--- src/rtl/ps2_pkg.sv ---
// Shared types and constants for the PS/2 host transmit path.
// Latency: n/a (declarations only).
// Backpressure: n/a (declarations only).
package ps2_pkg;

  typedef enum logic [2:0] {
    IDLE,
    INHIBIT,
    RTS,
    SEND,
    ACK,
    WAIT_IDLE
  } ps2_state_t;

  localparam int         FRAME_DATA_BITS = 8;
  localparam logic [3:0] STOP_EDGE       = 4'd10;
  localparam logic [3:0] ACK_EDGE        = 4'd11;

  localparam logic [7:0] CMD_SET_LEDS = 8'hED;
  localparam logic [7:0] CMD_ENABLE   = 8'hF4;
  localparam logic [7:0] CMD_RESET    = 8'hFF;

  // Odd parity bit: makes the total count of ones in data plus parity odd.
  function automatic logic odd_parity(input logic [FRAME_DATA_BITS-1:0] d);
    return ~^d;
  endfunction

endpackage

--- src/rtl/ps2_sync_fall.sv ---
// Two-flop synchronizer for the PS/2 clock and data pins, plus a registered clock falling-edge pulse.
// Latency: levels 2 cycles after the pin, fall pulse 3 cycles after the pin edge.
// Backpressure: none; free-running.
module ps2_sync_fall (
  input  logic posclk,
  input  logic reset,
  input  logic i_clk_pin,
  input  logic i_data_pin,
  output logic o_clk_level,
  output logic o_data_level,
  output logic o_clk_fall
);

  logic [1:0] r_clk_sync;
  logic [1:0] r_data_sync;
  logic       r_clk_prev;
  logic       r_fall;

  // Synchronize both pins (idle-high after reset) and register a one-cycle pulse on a clock 1->0 step.
  always_ff @(posedge posclk) begin
    if (reset) begin
      r_clk_sync  <= 2'b11;
      r_data_sync <= 2'b11;
      r_clk_prev  <= 1'b1;
      r_fall      <= 1'b0;
    end else begin
      r_clk_sync  <= {r_clk_sync[0], i_clk_pin};
      r_data_sync <= {r_data_sync[0], i_data_pin};
      r_clk_prev  <= r_clk_sync[1];
      r_fall      <= r_clk_prev & ~r_clk_sync[1];
    end
  end

  assign o_clk_level  = r_clk_sync[1];
  assign o_data_level = r_data_sync[1];
  assign o_clk_fall   = r_fall;

endmodule

--- src/rtl/ps2_host_tx.sv ---
// PS/2 host-to-device command transmitter: inhibit, request-to-send, shift on device clock falls, check ACK.
// Latency: INHIBIT_CYCLES + 1 cycles to request-to-send, then paced by the device clock; done 1 cycle after bus idle.
// Backpressure: tx_ready only in IDLE; tx_valid while busy is ignored. Optional watchdog macro: PS2_TX_TIMEOUT_EN.
module ps2_host_tx
  import ps2_pkg::*;
#(
  parameter int INHIBIT_CYCLES = 10000,
  parameter int TIMEOUT_CYCLES = 2000000
) (
  input  logic       posclk,
  input  logic       reset,
  input  logic       tx_valid,
  input  logic [7:0] tx_data,
  output logic       tx_ready,
  output logic       busy,
  output logic       tx_done,
  output logic       tx_err,
  input  logic       kbclk_in,
  input  logic       kbdata_in,
  output logic       kbclk_drive_low,
  output logic       kbdata_drive_low
);

  localparam int INH_W = $clog2(INHIBIT_CYCLES) + 1;

  ps2_state_t                 r_state;
  logic [FRAME_DATA_BITS:0]   r_shift;     // data byte with parity on top, shifted out LSB first
  logic [3:0]                 r_edge_cnt;
  logic [INH_W-1:0]           r_inh_cnt;
  logic                       r_err;
  logic                       r_clk_low;
  logic                       r_data_low;
  logic                       r_tx_ready;
  logic                       r_busy;
  logic                       r_tx_done;
  logic                       r_tx_err;

  logic w_clk_level;
  logic w_data_level;
  logic w_fall;

`ifdef PS2_TX_TIMEOUT_EN
  localparam int TO_W = $clog2(TIMEOUT_CYCLES) + 1;
  logic [TO_W-1:0] r_wd_cnt;
`endif

  ps2_sync_fall u_sync (
    .posclk       (posclk),
    .reset        (reset),
    .i_clk_pin    (kbclk_in),
    .i_data_pin   (kbdata_in),
    .o_clk_level  (w_clk_level),
    .o_data_level (w_data_level),
    .o_clk_fall   (w_fall)
  );

  // Frame sequencer; every pin drive and status output is a register updated here.
  always_ff @(posedge posclk) begin
    if (reset) begin
      r_state    <= IDLE;
      r_shift    <= '0;
      r_edge_cnt <= '0;
      r_inh_cnt  <= '0;
      r_err      <= 1'b0;
      r_clk_low  <= 1'b0;
      r_data_low <= 1'b0;
      r_tx_ready <= 1'b1;
      r_busy     <= 1'b0;
      r_tx_done  <= 1'b0;
      r_tx_err   <= 1'b0;
`ifdef PS2_TX_TIMEOUT_EN
      r_wd_cnt   <= '0;
`endif
    end else begin
      r_tx_done <= 1'b0;
      r_tx_err  <= 1'b0;
      case (r_state)
        IDLE: begin
          r_clk_low  <= 1'b0;
          r_data_low <= 1'b0;
          if (tx_valid && r_tx_ready) begin
            r_shift    <= {odd_parity(tx_data), tx_data};
            r_inh_cnt  <= '0;
            r_err      <= 1'b0;
            r_clk_low  <= 1'b1;
            r_tx_ready <= 1'b0;
            r_busy     <= 1'b1;
            r_state    <= INHIBIT;
          end else begin
            // Ready returns one cycle after the done pulse, not together with it.
            r_tx_ready <= 1'b1;
          end
        end
        INHIBIT: begin
          if (r_inh_cnt == INH_W'(INHIBIT_CYCLES - 1)) begin
            r_data_low <= 1'b1;
            r_state    <= RTS;
          end else begin
            r_inh_cnt <= r_inh_cnt + 1'b1;
          end
        end
        RTS: begin
          // Releasing the clock with data still low presents the start bit.
          r_clk_low  <= 1'b0;
          r_edge_cnt <= '0;
          r_state    <= SEND;
        end
        SEND: begin
          if (w_fall) begin
            r_edge_cnt <= r_edge_cnt + 1'b1;
            if (r_edge_cnt == STOP_EDGE - 4'd1) begin
              r_data_low <= 1'b0;
              r_state    <= ACK;
            end else begin
              r_data_low <= ~r_shift[0];
              r_shift    <= {1'b1, r_shift[FRAME_DATA_BITS:1]};
            end
          end
        end
        ACK: begin
          if (w_fall) begin
            r_err      <= w_data_level;
            r_edge_cnt <= ACK_EDGE;
            r_state    <= WAIT_IDLE;
          end
        end
        WAIT_IDLE: begin
          if (w_clk_level && w_data_level) begin
            r_tx_done <= 1'b1;
            r_tx_err  <= r_err;
            r_busy    <= 1'b0;
            r_state   <= IDLE;
          end
        end
        default: begin
          r_clk_low  <= 1'b0;
          r_data_low <= 1'b0;
          r_state    <= IDLE;
        end
      endcase
`ifdef PS2_TX_TIMEOUT_EN
      // Watchdog overrides the sequencer when the device stops clocking.
      if (r_state == SEND || r_state == ACK || r_state == WAIT_IDLE) begin
        if (w_fall) begin
          r_wd_cnt <= '0;
        end else if (r_wd_cnt == TO_W'(TIMEOUT_CYCLES - 1)) begin
          r_wd_cnt   <= '0;
          r_clk_low  <= 1'b0;
          r_data_low <= 1'b0;
          r_tx_done  <= 1'b1;
          r_tx_err   <= 1'b1;
          r_busy     <= 1'b0;
          r_state    <= IDLE;
        end else begin
          r_wd_cnt <= r_wd_cnt + 1'b1;
        end
      end else begin
        r_wd_cnt <= '0;
      end
`endif
    end
  end

  assign tx_ready         = r_tx_ready;
  assign busy             = r_busy;
  assign tx_done          = r_tx_done;
  assign tx_err           = r_tx_err;
  assign kbclk_drive_low  = r_clk_low;
  assign kbdata_drive_low = r_data_low;

endmodule
--- config.mk ---
export PLATFORM = sky130hd
export DESIGN_NAME = ps2_host_tx
export DESIGN_NICKNAME = d
export VERILOG_FILES = /design/src/rtl/ps2_pkg.sv /design/src/rtl/ps2_sync_fall.sv /design/src/rtl/ps2_host_tx.sv
export SDC_FILE = /design/constraint.sdc
export NUM_CORES = 1
export LEC_CHECK = 0
export ABC_CLOCK_PERIOD_IN_PS = 5500
export BUFFER_PORTS_ARGS = -buffer_cell sky130_fd_sc_hd__buf_4
export CAP_MARGIN = 30
export CORE_MARGIN = 2
export CORE_UTILIZATION = 40
export DETAILED_ROUTE_END_ITERATION = 8
export HOLD_SLACK_MARGIN = 0.12
export PLACE_DENSITY = 0.65
export SYNTH_ARGS = -nofsm -noshare
export SYNTH_HDL_FRONTEND = slang
export SYNTH_SLANG_ARGS = --single-unit
--- constraint.sdc ---
create_clock -name posclk -period 5.5 [get_ports posclk]
set_input_delay 1.375 -clock posclk [delete_from_list [all_inputs] [get_ports posclk]]
set_output_delay 1.375 -clock posclk [all_outputs]
set_load 0.05 [all_outputs]
==> results of run 1 <==
[path summary, 6_finish.rpt]
check	endpoint	start	depth (start not counted)
min reg2reg	u_sync.o_clk_fall$_SDFF_PP0_	u_sync.r_clk_prev$_SDFF_PP1_	2
max	r_shift[7]$_SDFFE_PP0P_	r_state[1]$_SDFFE_PP0P_	5
min	u_sync.o_clk_fall$_SDFF_PP0_	u_sync.r_clk_prev$_SDFF_PP1_	2
max reg2reg	r_shift[7]$_SDFFE_PP0P_	r_state[1]$_SDFFE_PP0P_	5
[power by group through the flow]
stage | Sequential, mW | Combinational [mW] | Clock, mW
after CTS | 0.428 | 0.436 | 0.299
after floorplan | 0.437 | 0.334 | 0
final | 0.429 | 0.433 | 0.293
after detailed placement | 0.435 | 0.436 | 0
after global placement | 0.434 | 0.418 | 0
after global routing | 0.438 | 0.480 | 0.312
[synth_stat cells (all sizes together) (3+ instances only)]
library cell | n | area, µm²
mux2i | 8 | 80.1
clkbuf | 12 | 45.0
o21ai | 13 | 65.1
nand2 | 12 | 45.0
a311oi | 11 | 96.3
inv | 7 | 26.3
nand3 | 24 | 125
buf | 7 | 50.1
or4 | 5 | 42.5
xnor2 | 7 | 61.3
and4 | 3 | 27.5
or2 | 7 | 43.8
nor2 | 9 | 33.8
a21oi | 24 | 120
nor3b | 5 | 42.5
dfxtp | 44 | 881
a211oi | 3 | 22.5
nor2b | 3 | 18.8
a31oi | 12 | 75.1
or3 | 7 | 47.5
nor3 | 4 | 20.0
nand2b | 4 | 25.0
ha | 3 | 37.5
[per-layer routing]
layer  part of all wire (%)  routed length (µm)
met2                     47                2300
met4                    1.9                  92
met5                      0                   0
met1                     49                2420
met3                    2.4                 116
[sequential cells by signal (all words and copies together) (netlist names), 2 cells and up]
register and count:
u_sync.r_clk_sync 2, u_sync.r_data_sync 2, r_state 3, r_inh_cnt 15, r_edge_cnt 4, r_shift 9
[worst max-delay path: stages, from the launching register on]
cell and delay, ps:
dfxtp_1 660, nand3b_1 660, o21bai_1 730, buf_4 270, a21oi_1 80, a311oi_1 260
[cell families (layout without fill, tap and decap cells)]
family                     after synthesis  count (layout)
and+or+nand+nor                         98              98
AOI/OAI and AO/OA                       76              76
DFF                                     44              44
buffers and inverters                   26              35
xor gates and xnor gates                 8               8
muxes                                    8               8
adders and majority gates                3               3
[cell type report]
class                      count  share of cell area [%]
clock buffer                   5                    2.67
clock inverter                 2                    2.33
inverter                       7                    1.02
multi-input combinational    193                    50.2
sequential                    44                    34.2
tap                           72                    3.50
timing repair buffer          21                    6.12
==> results.toml, run 1 <==
[timing]
setup_tns_ps = 0
worst_pin_slew_ps = 994
period_share_pct = 50.2
timing.final.hold_violations = 0
setup_viol = 0
period_needed_ps = 2760
rsz0062_at_grt = "false"
slew_headroom_pct = 33.5
setup_slack_ps = 2740
finClkSkew_ps = 6.64
clock.fmax_mhz = 362
hold-worst-slack_ps = 414
final_max_slew_viol_count = 0

[critical_path]
startpoint_type = "flip-flop"
critPathMaxFanout = 17
reg2reg_slack_ps = 2740
path_class = "flip-flop to flip-flop"
cp-end-kind = "flip-flop"
cp.arrival_ps = 2970
cp.required_ps = 5710

[floorplanning]
die_area_um2 = 6360
core_um2 = 5540
die_w_um = 79.7
chipHeight_um = 79.7
ios = 19
initial_core_util_pct = 41.4
fp-row-count = 27

[layout]
synthToLayoutAreaGrowth_pct = 12.3
fin_util_pct = 46.5
fillers = 567
regArea_um2 = 881
multiInputGateArea_um2 = 1290
layout.nets = 288
drive_above_1_share_pct = 16.9
final_common_cell = "dfxtp_1"
final_cells = 344
final_cell_mix = "44 x dfxtp_1, 24 x a21oi_1, 23 x nand3_1"
diodes = 0
fin_area_um2 = 2580

[logic_synthesis]
synth_ff_type = "dfxtp_1"
synth_mux_area_share_pct = 3.49
synth-xor-area-share_pct = 3.05
yosysUniqueCellTypes = 54
synth_compound_area_share_pct = 22.5
ys_ff_latch = 44
synth_warnings = 0
synth_edf_count = 0
syn_area_um2 = 2290
netlist_instances = 263
synth_fp_nets = 279
synth_top_family_by_area = "simple AND/OR/NAND/NOR gates"
ys_seq_area_share_pct = 38.4
async_reset_ff_share_pct = 0
synth_fa_ha_area_share_pct = 1.64
synth-simple-area-share_pct = 25.7
syn_avg_cell_area_um2 = 8.73

[global_routing]
grt_max_degree = 45
grt_util_met1_pct = 21.5
antenna_found_initial = 0
grt_pass1_wl_um = 8540
use_met2_pct = 27.4
busiest_layer = "met2"
overflow = 0
grt_use_met3_pct = 3.05
grt_pass1_vias = 1880
track_usage_pct = 16.8

[clock_tree]
clkSinkCount = 44
numCtsBuffers = 5
clk-insertion-delay-late_ps = 300
hold_buffers = 0
htree_levels = 2
tritoncts = "built"
postCtsSetupBuffers = 0
clk_pin_slew_ps = 90
cts.path.max_buffers = 2
cts_root_buf = "clkbuf_8"
cts_resized = 0

[run]
drv_cap = 0

[outcome]
status = "finished clean"

[place]
pre_cts_slack_ps = 2770
gp_congestion = 0.804
place_inst = 337
dpl.hpwl_um = 3350
place_area_um2 = 2450
io_buffers = 18

[detailed_routing]
wl_um = 4940
drt_iter0_drc = 73
wl_per_cell_um = 14.3
first_pass_iters = 5
via_per_inst = 5.73
drc = 0
antenna_left = 0
num_vias = 1971

[power_and_ir_drop]
p_total_mw = 1.16
p_comb_share_pct = 37.5
power_frac_clock_pct = 25.3
switching_power_mw = 0.439
leakagePower_nw = 0.911
power_density_nw_per_um2 = 448
p_seq_share_pct = 37.2
ir_drop_mv = 0.233
p_int_mw = 0.716
swShare_pct = 38.0

[hold_path]
hold_path_class = "flip-flop to flip-flop"
Note: power is estimated with default switching activity, not from simulation.
==> run 2, diff against run 1 <==
- ABC_CLOCK_PERIOD_IN_PS: 5500 -> 2800
- clock period: 5.5 -> 2.8 ns (I/O delays scaled with it)
==> run 2 against run 1 <==
Net effect: non-clock buffer count up 3; final area up 0.78%; clock power up 80%; register-to-register slack worse by 2100 ps; critical path type unchanged; critical endpoint is now r_state[2]$_SDFFE_PP0P_; largest power group unchanged.
==> results.toml, run 2 (synthesis results as in run 1) <==
[outcome]
status = "finished clean"

[clock_tree]
clkSinkCount = 44
tritoncts = "built"
clk-insertion-delay-late_ps = 290
htree_levels = 2
postCtsSetupBuffers = 0
cts_root_buf = "clkbuf_8"
cts_resized = 0
numCtsBuffers = 5
clk_pin_slew_ps = 80
cts.path.max_buffers = 2
hold_buffers = 0

[floorplanning]
core_um2 = 5540
initial_core_util_pct = 41.4
ios = 19
chipHeight_um = 79.7
fp-row-count = 27
die_w_um = 79.7
die_area_um2 = 6360

[critical_path]
worstReg2RegEnd = "r_state[2]$_SDFFE_PP0P_"
critPathMaxFanout = 10
reg2reg_slack_ps = 600
cp.required_ps = 3010
startpoint_type = "flip-flop"
timing.rr.start = "r_inh_cnt[4]$_SDFFE_PP0P_"
cp.arrival_ps = 2410
path_class = "flip-flop to flip-flop"
cp-end-kind = "flip-flop"
reg2reg_depth = 5

[place]
io_buffers = 18
gp_congestion = 0.824
dpl.hpwl_um = 3340

[timing]
timing.final.hold_violations = 0
finClkSkew_ps = 5.75
rsz0062_at_grt = "false"
setup_viol = 0
final_max_slew_viol_count = 0
period_needed_ps = 2200
slew_headroom_pct = 54.4
setup_tns_ps = 0
worst_pin_slew_ps = 683
clock.fmax_mhz = 455
period_share_pct = 78.6

[detailed_routing]
num_vias = 1980
drt_iter0_drc = 138
antenna_left = 0
wl_um = 4970
drc = 0
wl_per_cell_um = 14.3
first_pass_iters = 4
via_per_inst = 5.69

[global_routing]
antenna_found_initial = 0
grt_pass1_vias = 1860
overflow = 0
grt_pass1_wl_um = 8800
grt_max_degree = 45
track_usage_pct = 17.2

[hold_path]
min_to = "u_sync.o_clk_fall$_SDFF_PP0_"
hold_path_class = "flip-flop to flip-flop"
hold_path.startpoint = "u_sync.r_clk_prev$_SDFF_PP1_"
min_path_cells = 2

[layout]
synthToLayoutAreaGrowth_pct = 13.1
fillers = 555
layout.nets = 291
largest_reg_flops = 15
drive_above_1_share_pct = 18.1
largest_registers = "r_inh_cnt: 15 flops, r_shift: 9 flops, r_edge_cnt: 4 flops"
final_cell_mix = "44 x dfxtp_1, 24 x a21oi_1, 24 x buf_4"
final_common_cell = "dfxtp_1"
fin_util_pct = 46.9
diodes = 0
top_register = "r_inh_cnt"

[power_and_ir_drop]
ir_drop_mv = 0.595
power_density_nw_per_um2 = 866
p_total_mw = 2.25
leakagePower_nw = 0.925

[run]
drv_cap = 0
-- run 2: cell types whose count changed in the layout (fill, tap and decap cells not counted) --
cell / delta
buf_4: +3
bufinv_16: -1
clkbuf_8: +2
-- run 2: layout make-up --
cell class	instances	area [µm²]	area share, %
multi-input combinational	193	1290	49.8
sequential	44	881	33.9
timing repair buffer	24	180	6.94
clock buffer	7	96.3	3.71
tap	72	90.1	3.47
clock inverter	1	30.0	1.16
inverter	7	26.3	1.01
-- run 2: critical path, stage by stage, from the launching register on --
cell and delay [ps]:
dfxtp_1 360, or4_4 570, o41ai_4 630, buf_4 290, nand3_2 90, o31ai_2 180
-- run 2: stage by stage --
step | cell area, µm² | instances | setup slack [ps] | hold WS, ps
floorplan | 2290 | 263 | 880 | 389
CTS | 2600 | 348 | 613 | 413
global route | 2600 | 348 | 444 | 427
finish | 2600 | 348 | 600 | 410
global placement | 2460 | 339 | 665 | 395
detailed placement | 2470 | 340 | 619 | 394
-- run 2: power breakdown --
part / total [mW] / switching [mW] / internal, mW
clock network: 0.528 / 0.213 / 0.315
registers: 0.826 / 0.0929 / 0.733
logic: 0.895 / 0.553 / 0.342
-- run 2: layer usage --
| layer | wire length, µm | share of wire (%) | global-route usage, % | vias up |
|---|---|---|---|---|
| met5 | 0 | 0 | 0 | - |
| met4 | 46 | 0.92 | 4.58 | 0 |
| met3 | 157 | 3.2 | 3.05 | 5 |
| met2 | 2310 | 46 | 28.2 | 28 |
| met1 | 2460 | 49 | 23.5 | 935 |
| li1 | - | - | - | 1012 |
-- run 2: worst max-delay path by stage --
stage | start | endpoint | slack [ps] | cells after the start
final | r_inh_cnt[4]$_SDFFE_PP0P_ | r_state[2]$_SDFFE_PP0P_ | 600 | 5
after global routing | r_inh_cnt[0]$_SDFFE_PP0P_ | r_inh_cnt[12]$_SDFFE_PP0P_ | 440 | 5
after CTS | r_inh_cnt[4]$_SDFFE_PP0P_ | r_state[2]$_SDFFE_PP0P_ | 610 | 5
after detailed placement | r_inh_cnt[4]$_SDFFE_PP0P_ | r_state[2]$_SDFFE_PP0P_ | 620 | 5
after global placement | r_state[1]$_SDFFE_PP0P_ | r_shift[6]$_SDFFE_PP0P_ | 660 | 4
after floorplan | r_inh_cnt[0]$_SDFFE_PP0P_ | r_inh_cnt[12]$_SDFFE_PP0P_ | 880 | 5
==> run 3, diff against run 2 <==
- ABC_CLOCK_PERIOD_IN_PS: 2800 -> 2100
- clock period: 2.8 -> 2.1 ns (I/O delays scaled with it)
==> run 3 against run 2 <==
Net effect: global-route usage up 0.20 points; die area unchanged; combinational power up 43%; sequential share of layout area down 0.95 points; via count up 2.0%; largest cell class unchanged; critical endpoint is now r_inh_cnt[14]$_SDFFE_PP0P_; critical path depth unchanged; wire length up 2.9%; critical path type unchanged.
==> results.toml, run 3 (synthesis results as in run 1) <==
[detailed_routing]
wl_per_cell_um = 14.3
via_per_inst = 5.66
antenna_left = 0
num_vias = 2019
drt_iter0_drc = 122
wl_um = 5120
drc = 0
first_pass_iters = 5

[floorplanning]
die_area_um2 = 6360
initial_core_util_pct = 41.4
chipHeight_um = 79.7
core_um2 = 5540
die_w_um = 79.7
ios = 19
fp-row-count = 27

[hold_path]
min_path_cells = 2
hold_path_class = "input pin to flip-flop"
hold_path.startpoint = "kbdata_in"
min_to = "u_sync.r_data_sync[0]$_SDFF_PP1_"

[critical_path]
cp-end-kind = "flip-flop"
path_class = "flip-flop to flip-flop"
worstReg2RegEnd = "r_inh_cnt[14]$_SDFFE_PP0P_"
reg2reg_slack_ps = 120
startpoint_type = "flip-flop"
crit_chain = "ha_2 -> nand4_1 -> or4_4 -> or3_2 -> a31oi_1"
cp.arrival_ps = 2210
critPathMaxFanout = 6
reg2reg_depth = 5
crit_path_top_delay_cell = "or4_4"
slowest_delay_ps = 590
timing.rr.start = "r_inh_cnt[0]$_SDFFE_PP0P_"
cp.required_ps = 2330

[layout]
synthToLayoutAreaGrowth_pct = 16.6
final_cell_mix = "43 x dfxtp_1, 33 x buf_4, 24 x a21oi_1"
drive_above_1_share_pct = 22.1
diodes = 0
layout.nets = 300
top_register = "r_inh_cnt"
fillers = 552
largest_registers = "r_inh_cnt: 15 flops, r_shift: 9 flops, r_edge_cnt: 4 flops"
final_common_cell = "dfxtp_1"
fin_area_um2 = 2680
largest_reg_flops = 15

[timing]
timing.final.hold_violations = 0
slew_headroom_pct = 61.4
hold-worst-slack_ps = 399
setup_tns_ps = 0
worst_pin_slew_ps = 578
final_max_slew_viol_count = 0
period_needed_ps = 1980
setup_viol = 0
finClkSkew_ps = 7.13
clock.fmax_mhz = 505
period_share_pct = 94.4

[power_and_ir_drop]
leakagePower_nw = 0.965
p_total_mw = 3.03
power_density_nw_per_um2 = 1130
ir_drop_mv = 0.692

[place]
gp_congestion = 0.859
io_buffers = 18
place_area_um2 = 2530
dpl.hpwl_um = 3390

[run]
drv_cap = 0

[outcome]
status = "finished clean"

[clock_tree]
hold_buffers = 0
numCtsBuffers = 5
tritoncts = "built"
htree_levels = 2
cts_root_buf = "clkbuf_8"
cts.path.max_buffers = 2
clk_pin_slew_ps = 90
clk-insertion-delay-late_ps = 300
clkSinkCount = 44

[global_routing]
track_usage_pct = 17.4
overflow = 0
grt_pass1_wl_um = 8710
antenna_found_initial = 0
grt_pass1_vias = 1799
grt_max_degree = 45
[run 3: layer usage]
metal / track usage (%) / wire, µm
met5: 0 / 0
met3: 4.75 / 212
met2: 26.8 / 2450
met4: 5.25 / 64
met1: 23.9 / 2390
[run 3: worst max-delay path by stage]
stage	slack (ps)	end	from
6_report	120	r_inh_cnt[14]$_SDFFE_PP0P_	r_inh_cnt[0]$_SDFFE_PP0P_
5_1_grt	-10	r_inh_cnt[12]$_SDFFE_PP0P_	r_inh_cnt[0]$_SDFFE_PP0P_
4_1_cts	4	r_inh_cnt[12]$_SDFFE_PP0P_	r_inh_cnt[0]$_SDFFE_PP0P_
3_5_place_dp	60	r_inh_cnt[12]$_SDFFE_PP0P_	r_inh_cnt[0]$_SDFFE_PP0P_
3_3_place_gp	110	r_inh_cnt[12]$_SDFFE_PP0P_	r_inh_cnt[0]$_SDFFE_PP0P_
2_1_floorplan	180	r_inh_cnt[12]$_SDFFE_PP0P_	r_inh_cnt[0]$_SDFFE_PP0P_
[run 3: area by class of cell]
cell class | instances | area, µm² | share of cell area [%]
Multi-Input combinational cell | 193 | 1310 | 48.9
Sequential cell | 44 | 882 | 33.0
Timing Repair Buffer | 33 | 248 | 9.26
Tap cell | 72 | 90.1 | 3.37
Clock buffer | 6 | 82.6 | 3.09
Clock inverter | 2 | 38.8 | 1.45
Inverter | 7 | 26.3 | 0.982
[run 3: what timing repair did]
| item | CTS | global route |
|---|---|---|
| endpoints found under the hold margin | 0 | 0 |
| endpoints found under the setup margin | 0 | 2 |
| gates resized for setup | 0 | 5 |
| setup buffers | 0 | 1 |
[run 3: through the flow]
step	instances	util [%]	setup WS (ps)
after CTS	356	47.9	4.47
after detailed placement	348	45.7	60.8
after global routing	357	48.3	-14.8
final	357	48.3	118
after global placement	348	45.7	115
after floorplan	263	-	180
[run 3: report_power, final]
| part | total, mW | internal [mW] | leakage [nW] | switching [mW] |
|---|---|---|---|---|
| registers | 1.06 | 0.979 | 0.360 | 0.0837 |
| clock network | 0.691 | 0.389 | 0.0614 | 0.302 |
| logic | 1.28 | 0.506 | 0.544 | 0.775 |
[run 3: critical path, delay by kind of cell (launching register included)]
family          cells  cell delay [ps]
simple gates        3             1170
compound gates      1              160
flops               1              370
fa+ha+maj           1              210
